==> config.mk <==
export PLATFORM = sky130hd
export DESIGN_NAME = alu_op_sequencer
export DESIGN_NICKNAME = d
export VERILOG_FILES = /design/src/rtl/alu_pkg.sv /design/src/rtl/alu_op_sequencer.sv
export SDC_FILE = /design/constraint.sdc
export NUM_CORES = 1
export LEC_CHECK = 0
export ABC_AREA = 1
export CAP_MARGIN = 25
export CORE_MARGIN = 2
export CORE_UTILIZATION = 41
export DETAILED_ROUTE_END_ITERATION = 7
export PLACE_DENSITY = 0.83
export SETUP_SLACK_MARGIN = 0.5
export SLEW_MARGIN = 20
export SYNTH_ARGS = -nofsm -noshare
export SYNTH_HDL_FRONTEND = slang
export SYNTH_SLANG_ARGS = --single-unit
==> constraint.sdc <==
create_clock -name clk -period 1.5 [get_ports clk]
set_clock_uncertainty 0.1 [all_clocks]
set_input_delay 0.15 -clock clk [delete_from_list [all_inputs] [get_ports clk]]
set_output_delay 0.15 -clock clk [all_outputs]
set_load 0.1 [all_outputs]
==> src/rtl/alu_pkg.sv <==
// Shared encodings for the ALU operand/result sequencer: op codes, flag bit
// positions and the sequencer state type.
package alu_pkg;

    localparam logic [1:0] ALU_ADD = 2'b00;
    localparam logic [1:0] ALU_SUB = 2'b01;
    localparam logic [1:0] ALU_OR  = 2'b10;
    localparam logic [1:0] ALU_AND = 2'b11;

    // Bit positions inside the 4-bit {c,z,n,o} flag vector
    localparam int FLG_C = 3;
    localparam int FLG_Z = 2;
    localparam int FLG_N = 1;
    localparam int FLG_O = 0;

    typedef enum logic [1:0] {
        IDLE = 2'd0,
        EXEC = 2'd1,
        RESP = 2'd2
    } seq_state_t;

endpackage : alu_pkg

==> src/rtl/alu_op_sequencer.sv <==
// Initiator side of the ALU interface: registers ALU operands, waits one
// settle cycle, captures result/flags and returns them over valid/ready.
// Also keeps an accumulator, sticky carry/overflow and an op counter.
module alu_op_sequencer
    import alu_pkg::*;
#(
    parameter int WIDTH = 2,
    parameter int CNT_W = 8
) (
    input  logic             clk,
    input  logic             rst_n,
    input  logic             cmd_valid,
    output logic             cmd_ready,
    input  logic [1:0]       cmd_op,
    input  logic [WIDTH-1:0] cmd_a,
    input  logic [WIDTH-1:0] cmd_b,
    input  logic             cmd_use_acc,
    input  logic             clr_acc,
    output logic [WIDTH-1:0] alu_a,
    output logic [WIDTH-1:0] alu_b,
    output logic [1:0]       alu_s,
    input  logic [WIDTH-1:0] alu_y,
    input  logic [3:0]       alu_flags,
    output logic             rsp_valid,
    input  logic             rsp_ready,
    output logic [WIDTH-1:0] rsp_y,
    output logic [3:0]       rsp_flags,
    output logic [WIDTH-1:0] acc,
    output logic [1:0]       sticky_co,
    output logic [CNT_W-1:0] op_count
);

    seq_state_t       state_q, state_d;
    logic [WIDTH-1:0] alu_a_q, alu_a_d;
    logic [WIDTH-1:0] alu_b_q, alu_b_d;
    logic [1:0]       alu_s_q, alu_s_d;
    logic [WIDTH-1:0] rsp_y_q, rsp_y_d;
    logic [3:0]       rsp_flags_q, rsp_flags_d;
    logic [WIDTH-1:0] acc_q, acc_d;
    logic [1:0]       sticky_q, sticky_d;
    logic [CNT_W-1:0] cnt_q, cnt_d;

    logic accept;
    logic rsp_done;

    // Handshake decode: ready only when idle, or when the pending response
    // is consumed this cycle; both forced low while reset is held.
    always_comb begin
        cmd_ready = 1'b0;
        rsp_valid = 1'b0;
        if (rst_n) begin
            rsp_valid = (state_q == RESP);
            cmd_ready = (state_q == IDLE) || ((state_q == RESP) && rsp_ready);
        end
        accept   = cmd_valid && cmd_ready;
        rsp_done = rsp_valid && rsp_ready;
    end

    // Next-state and datapath update; every register holds by default.
    always_comb begin
        state_d     = state_q;
        alu_a_d     = alu_a_q;
        alu_b_d     = alu_b_q;
        alu_s_d     = alu_s_q;
        rsp_y_d     = rsp_y_q;
        rsp_flags_d = rsp_flags_q;
        acc_d       = acc_q;
        sticky_d    = sticky_q;
        cnt_d       = cnt_q;

        if (clr_acc) begin
            acc_d    = '0;
            sticky_d = '0;
        end

        // Operand a from the accumulator sees a same-cycle clear as zero.
        if (accept) begin
            alu_a_d = cmd_use_acc ? (clr_acc ? '0 : acc_q) : cmd_a;
            alu_b_d = cmd_b;
            alu_s_d = cmd_op;
        end

        unique case (state_q)
            IDLE: begin
                if (accept) state_d = EXEC;
            end
            EXEC: begin
                // Capture beats a concurrent clear for acc; sticky restarts
                // from this op's c/o when cleared.
                rsp_y_d     = alu_y;
                rsp_flags_d = alu_flags;
                acc_d       = alu_y;
                sticky_d    = (clr_acc ? 2'b00 : sticky_q)
                              | {alu_flags[FLG_C], alu_flags[FLG_O]};
                cnt_d       = cnt_q + 1'b1;
                state_d     = RESP;
            end
            RESP: begin
                if (rsp_done) state_d = accept ? EXEC : IDLE;
            end
            default: state_d = IDLE;
        endcase
    end

    // State and datapath registers with synchronous active-low reset.
    always_ff @(posedge clk) begin
        if (!rst_n) begin
            state_q     <= IDLE;
            alu_a_q     <= '0;
            alu_b_q     <= '0;
            alu_s_q     <= '0;
            rsp_y_q     <= '0;
            rsp_flags_q <= '0;
            acc_q       <= '0;
            sticky_q    <= '0;
            cnt_q       <= '0;
        end else begin
            state_q     <= state_d;
            alu_a_q     <= alu_a_d;
            alu_b_q     <= alu_b_d;
            alu_s_q     <= alu_s_d;
            rsp_y_q     <= rsp_y_d;
            rsp_flags_q <= rsp_flags_d;
            acc_q       <= acc_d;
            sticky_q    <= sticky_d;
            cnt_q       <= cnt_d;
        end
    end

    assign alu_a     = alu_a_q;
    assign alu_b     = alu_b_q;
    assign alu_s     = alu_s_q;
    assign rsp_y     = rsp_y_q;
    assign rsp_flags = rsp_flags_q;
    assign acc       = acc_q;
    assign sticky_co = sticky_q;
    assign op_count  = cnt_q;

endmodule : alu_op_sequencer

==> impl.org, run 1 <==
** Run status
- The run stopped with a tool error.
- The stage where the run came to a stop is global routing.
- The first error in the log reads "[ERROR DPL-0033] detailed placement checks failed during check placement".

** Floorplanning
- Die boundary width :: 54.2 um
- The initial utilization of the core area, before any placement, comes to 42.5%.
- For this design the top-level I/O count stands at 44.
- Number of core rows :: 18
- DIE HEIGHT :: 54.2 um

** Synthesis
- Library cells used by synthesis :: 20
- Average size of a mapped cell :: ~7.7 um2
- The cell count after synthesis came out at 135.
- Post-synthesis sequential area ratio :: 50.4%
- Number of nets produced by synthesis :: 154
- Biggest area contributors in the synthesized netlist :: sky130_fd_sc_hd__dfxtp_1, sky130_fd_sc_hd__nand2_1, sky130_fd_sc_hd__a21oi_1
- The largest total area in the synthesized netlist belongs to sky130_fd_sc_hd__dfxtp_1.
- Syn. warnings :: 0
- Counting flops and latches in the post-synthesis netlist gives 26.
- Summing every instance area after synthesis gives 1030 um2.
- The share of synthesized area in the top cell type comes to 50.4%.

** Clocking
- Sinks on the clock net :: 26
- CTS root buffer :: sky130_fd_sc_hd__clkbuf_4
- The clock passes through at most 2 buffers.
- Counting the buffers created by CTS gives 3.
- CTS built an H-tree with a depth of 1.

** Timing
- Last reported worst endpoint of the global-route repair pass :: cmd_ready
- Worst endpoint kind after the last repair :: top-level output

** GRT
- The number of antenna violations at the first check in global routing was 0.
- Entering global routing, the biggest net connects 17 pins.

** Placement
- The count of buffers added on input and output ports is 43.
- At the end of routability-driven placement, the weighted congestion stood at 0.693.
- Sum of net half-perimeters after detailed placement :: between 2000 and 2500 um
- Placed cell count :: between 200 and 250
synth_stat cells:
cell,number
sky130_fd_sc_hd__buf_6,1
sky130_fd_sc_hd__inv_2,1
sky130_fd_sc_hd__o22ai_1,1
sky130_fd_sc_hd__ha_1,1
sky130_fd_sc_hd__nand3_2,1
sky130_fd_sc_hd__dfxtp_1,26
sky130_fd_sc_hd__nand3_1,5
sky130_fd_sc_hd__nand2_1,35
sky130_fd_sc_hd__nand4_1,2
sky130_fd_sc_hd__clkbuf_1,1
sky130_fd_sc_hd__nand3_4,1
sky130_fd_sc_hd__nor2_4,2
sky130_fd_sc_hd__nor3_1,2
sky130_fd_sc_hd__a21oi_1,18
sky130_fd_sc_hd__inv_4,1
sky130_fd_sc_hd__nor2_2,1
sky130_fd_sc_hd__nor2_1,16
sky130_fd_sc_hd__o21ai_0,6
sky130_fd_sc_hd__inv_1,13
sky130_fd_sc_hd__clkinv_2,1
through the flow:
stage	cell area [um2]	hold slack (ps)	util [%]	TNS [ps]	setup slack (ps)
CTS	2200	264	90.5	0	47.6
global placement	1920	358	79.1	-56.2	-38.6
detailed placement	1920	375	79.1	-102	-56.6
floorplan	1190	183	-	0	125
cells by family after synthesis:
| logic type | after synthesis | synth area share [%] |
|---|---|---|
| fa+ha+maj | 1 | 1.21 |
| simple gates | 65 | 28.6 |
| buf+inv | 18 | 7.63 |
| compound gates | 25 | 12.2 |
| flops | 26 | 50.4 |
repair_timing:
action | 4_1_cts
cloned | 2
gates resized for setup | 25
setup endpoints to repair | 51
pin swaps | 14
hold buffers | 0
setup buffers | 16
==> inputs of run 2 (changes only) <==
CORE_AREA = 2 2 63 65   (was not set)
CORE_MARGIN = not set   (was 2)
CORE_UTILIZATION = not set   (was 41)
DIE_AREA = 0 0 65 67   (was not set)
PLACE_DENSITY = not set   (was 0.83)
PLACE_DENSITY_LB_ADDON = 0.15   (was not set)
SETUP_SLACK_MARGIN = not set   (was 0.5)
==> impl.org, run 2 <==
** Run status
- Status: complete, no violations (was stopped before the end).

** Drt
- First-iteration detailed-routing DRC count :: 33
- Remaining antenna violation count after routing :: 0
- Detailed routing inserted a total of 1,044 vias.
- Dividing the detail-routed via count by the number of cells gives roughly 4.5.
- DR DRC count :: 0
- The first TritonRoute pass finished after 4 iterations.
- Post-Route WL :: roughly 2600 um
- In the final routed layout, each cell accounts on average for 11.3 um.

** Power
- Post-layout total power :: ~1.8 mW
- Per report_power, the combinational group accounts for 25.3% of the total.
- Share of total power in the clock network :: 32.6%
- Maximum vdd drop :: 0.454 mV
- The internal power of the cells totals 1.25 mW.
- For this design the static power due to leakage is approximately 0.75 nW.
- Proportion of total power due to net switching :: 30.1%
- Power spread over the standard cell area amounts to 942 nW/um2.
- In this run, flip-flops and latches consume 42.1% of the power.
- The analysis attributes to net switching a power of 538 uW.

** GRT
- After global routing the overflow that remains totals 0.
- Global-route wire length before repair :: roughly 4700 um
- Antenna violations before repair :: 0
- Entering global routing, the biggest net connects 17 pins.
- Via count of the first global-routing pass :: 1,084
- Global routing used 13.8% of the available tracks.

** Synthesis
- Post-synthesis sequential area ratio :: 50.4% (unchanged)
- Cell taking the most area after synthesis :: sky130_fd_sc_hd__dfxtp_1 (unchanged)
- Synth top cells by count :: sky130_fd_sc_hd__nand2_1, sky130_fd_sc_hd__dfxtp_1, sky130_fd_sc_hd__a21oi_1 (unchanged)
- Post-synthesis sequential element count :: 26 (unchanged)
- The number of warnings reported in the yosys synthesis log came to 0 (unchanged).
- Total standard cell area after synthesis :: 1030 um2 (unchanged)
- Share of the synthesized area in the top cell type :: 50.4% (unchanged)
- Library cells used by synthesis :: 20 (unchanged)
- FFs w/ async S/R, synth :: 0% (unchanged)
- The most frequent cell after synthesis was sky130_fd_sc_hd__nand2_1 (unchanged).
- Number of nets produced by synthesis :: 154 (unchanged)
- The synthesized netlist cell count came to 135 (unchanged).
- Number of enable flip-flop cells after synthesis :: 0 (unchanged)
- The per-instance average area after synthesis came to 7.66 um2 (unchanged).
- Biggest area contributors in the synthesized netlist: sky130_fd_sc_hd__dfxtp_1, sky130_fd_sc_hd__nand2_1, sky130_fd_sc_hd__a21oi_1 (unchanged).
- The predominant post-synthesis flop cell is sky130_fd_sc_hd__dfxtp_1 (unchanged).

** Cells and area
- Summing all multi-input logic gate instances after layout gives 440 um2.
- The filler cells instantiated in the layout total 347.
- For this run, the share of the core covered by cells in the final layout is roughly 53%.
- Final #Nets :: between 200 and 250
- Cells with a size suffix above 1 make up 29.9% of the layout.
- Commonest cells after routing, fill and taps aside :: sky130_fd_sc_hd__nand2_1, sky130_fd_sc_hd__buf_12, sky130_fd_sc_hd__a21oi_1
- Final instance area :: 1890 um2
- Registers take 539 um2.
- The register with the most flip-flops in the layout has 8 of them.
- The library cell used most frequently in the layout, excluding fill and tap cells, is sky130_fd_sc_hd__nand2_1.
- The area growth from synthesis to layout is 83.3%.
- The repair_antennas step left the layout with diodes totalling 0.

** Worst setup path
- On the worst path, the slowest cell contributes a delay of 360 ps.
- Crit path cell chain :: nor2_4, inv_1, a21oi_2, buf_12
- Worst Setup End Kind :: output port
- For this design, the slowest cell found on the critical path is sky130_fd_sc_hd__dfxtp_2.
- CP max FO :: 4
- Arrival @ worst endpoint :: around 1200 ps
- For the worst setup path, the data required time is 1250 ps.
- The critical path is of the reg2out type.
- STA classifies the critical path startpoint as a register.

** Placement
- The half-perimeter wire length after detailed placement was 2090 um (was 2270 um).
- Place WS :: -38.9 ps (was -56.6 ps)
- Area post-placement :: 1820 um2 (was 1920 um2)
- IO Port Bufs :: 43 (unchanged)
- The global placer's final weighted congestion is 0.751 (was 0.693).

** Clocking
- CTS root buffer :: sky130_fd_sc_hd__clkbuf_8 (was sky130_fd_sc_hd__clkbuf_4)
- Clock transition at the registers of the reported paths :: 90 ps
- Clock Tree Buf Depth :: 2 (unchanged)
- Sinks on the clock net :: 26 (unchanged)
- Latest clock arrival within the worst-skew pair :: 270 ps
- The depth of the CTS H-tree was 1 (unchanged).
- The cts-stage hold buffer count was 0 (unchanged).
- TritonCTS built the clock tree.
- Clock buffer count from CTS :: 3 (unchanged)

** Min path
- Class of the tightest hold or removal check :: in2reg

** Timing
- The number of hold-slack violations in the final timing report came to 0.
- Shortest clock period the worst path allows after layout :: around 1500 ps
- The worst pin sits at a relative slew slack of 83.0%.
- For the pin with the worst max-slew slack, the measured transition is 253 ps.
- Setup violations, final :: 0
- Highest clock frequency the design can meet :: 683 MHz
- In the finished design, the share of the clock period the worst path needs comes to 97.6%.
- The max-slew violation total from the final report is 0.
- In the post-route analysis, the smallest setup slack over all paths is around 36 ps.
- Unrepaired setup endpoints after global routing :: true

** Floorplanning
- The overall die height came to 67 um (was 54.2 um).
- Die boundary width :: 65 um (was 54.2 um)
- Core Area :: ~3600 um2
- Die outline area :: 4360 um2
- Number of primary I/O pins :: 44 (unchanged)
- Initial standard-cell utilization of the core :: 28.7% (was 42.5%)
- The total number of placement rows was 22 (was 18).

** Run
- Across the run, the number of max-cap violations was 0.
run 2: what timing repair did:
action	4_1_cts	5_1_grt
setup endpoints to repair	1	2
buffers inserted	0	0
resized for setup	1	2
pin swaps	0	0
run 2: power by group through the flow:
stage                     sequential (mW)  combinational (mW)  clock (mW)
after floorplan                     0.924              0.0984           0
after global placement              0.766               0.450           0
after detailed placement            0.767               0.455           0
after CTS                           0.752               0.455       0.597
after global routing                0.757               0.473       0.641
final                               0.751               0.452       0.582
run 2: kinds of logic (layout without fill, tap and decap cells):
kind of cell | Yosys count | in the layout | synth area share (%)
AOI/OAI and AO/OA | 25 | 25 | 12.2
adders and majority gates | 1 | 1 | 1.21
buffers and inverters | 18 | 67 | 7.63
DFF | 26 | 26 | 50.4
and+or+nand+nor | 65 | 65 | 28.6
run 2: worst paths after layout:
check                                         startpoint  cells past startpoint  slack (ps)                       end
worst max register to register  op_count[0]$_SDFFE_PN0P_                      6         210  op_count[6]$_SDFFE_PN0P_
worst min register to register  op_count[2]$_SDFFE_PN0P_                      2         390  op_count[2]$_SDFFE_PN0P_
worst min-delay path                           cmd_op[0]                      3         340     alu_s[0]$_SDFFE_PN0P_
worst max-delay path             state_q[0]$_SDFFE_PN0P_                      4          40                 cmd_ready
run 2: final cells by class:
| class | instances | share of cell area (%) |
|---|---|---|
| Timing Repair Buffer | 47 | 38.0 |
| Sequential cell | 26 | 28.5 |
| Multi-Input combinational cell | 91 | 23.2 |
| Inverter | 16 | 3.37 |
| Tap cell | 48 | 3.17 |
| Clock buffer | 3 | 2.18 |
| Clock inverter | 1 | 1.59 |
run 2: worst max-delay path, delay by kind of cell, from the launching register on:
kind / cells / cell delay [ps]
flops: 1 / 360
buf+inv: 2 / 280
simple gates: 1 / 110
compound gates: 1 / 180
run 2: per-stage QoR:
stage               hold WS, ps  std cells  TNS, ps
finish                      336        232        0
global route                345        232    -26.0
CTS                         342        232        0
detailed placement          374        228     -195
global placement            369        228    -18.4
floorplan                   185        135     -245
run 2: routing by layer:
layer  track usage, %  routed length [um]
met3             4.05                 176
met2             25.8                1330
met5                0                   0
met1             14.7                1060
met4             5.05                  48
Power figures use the tool's default switching activity.
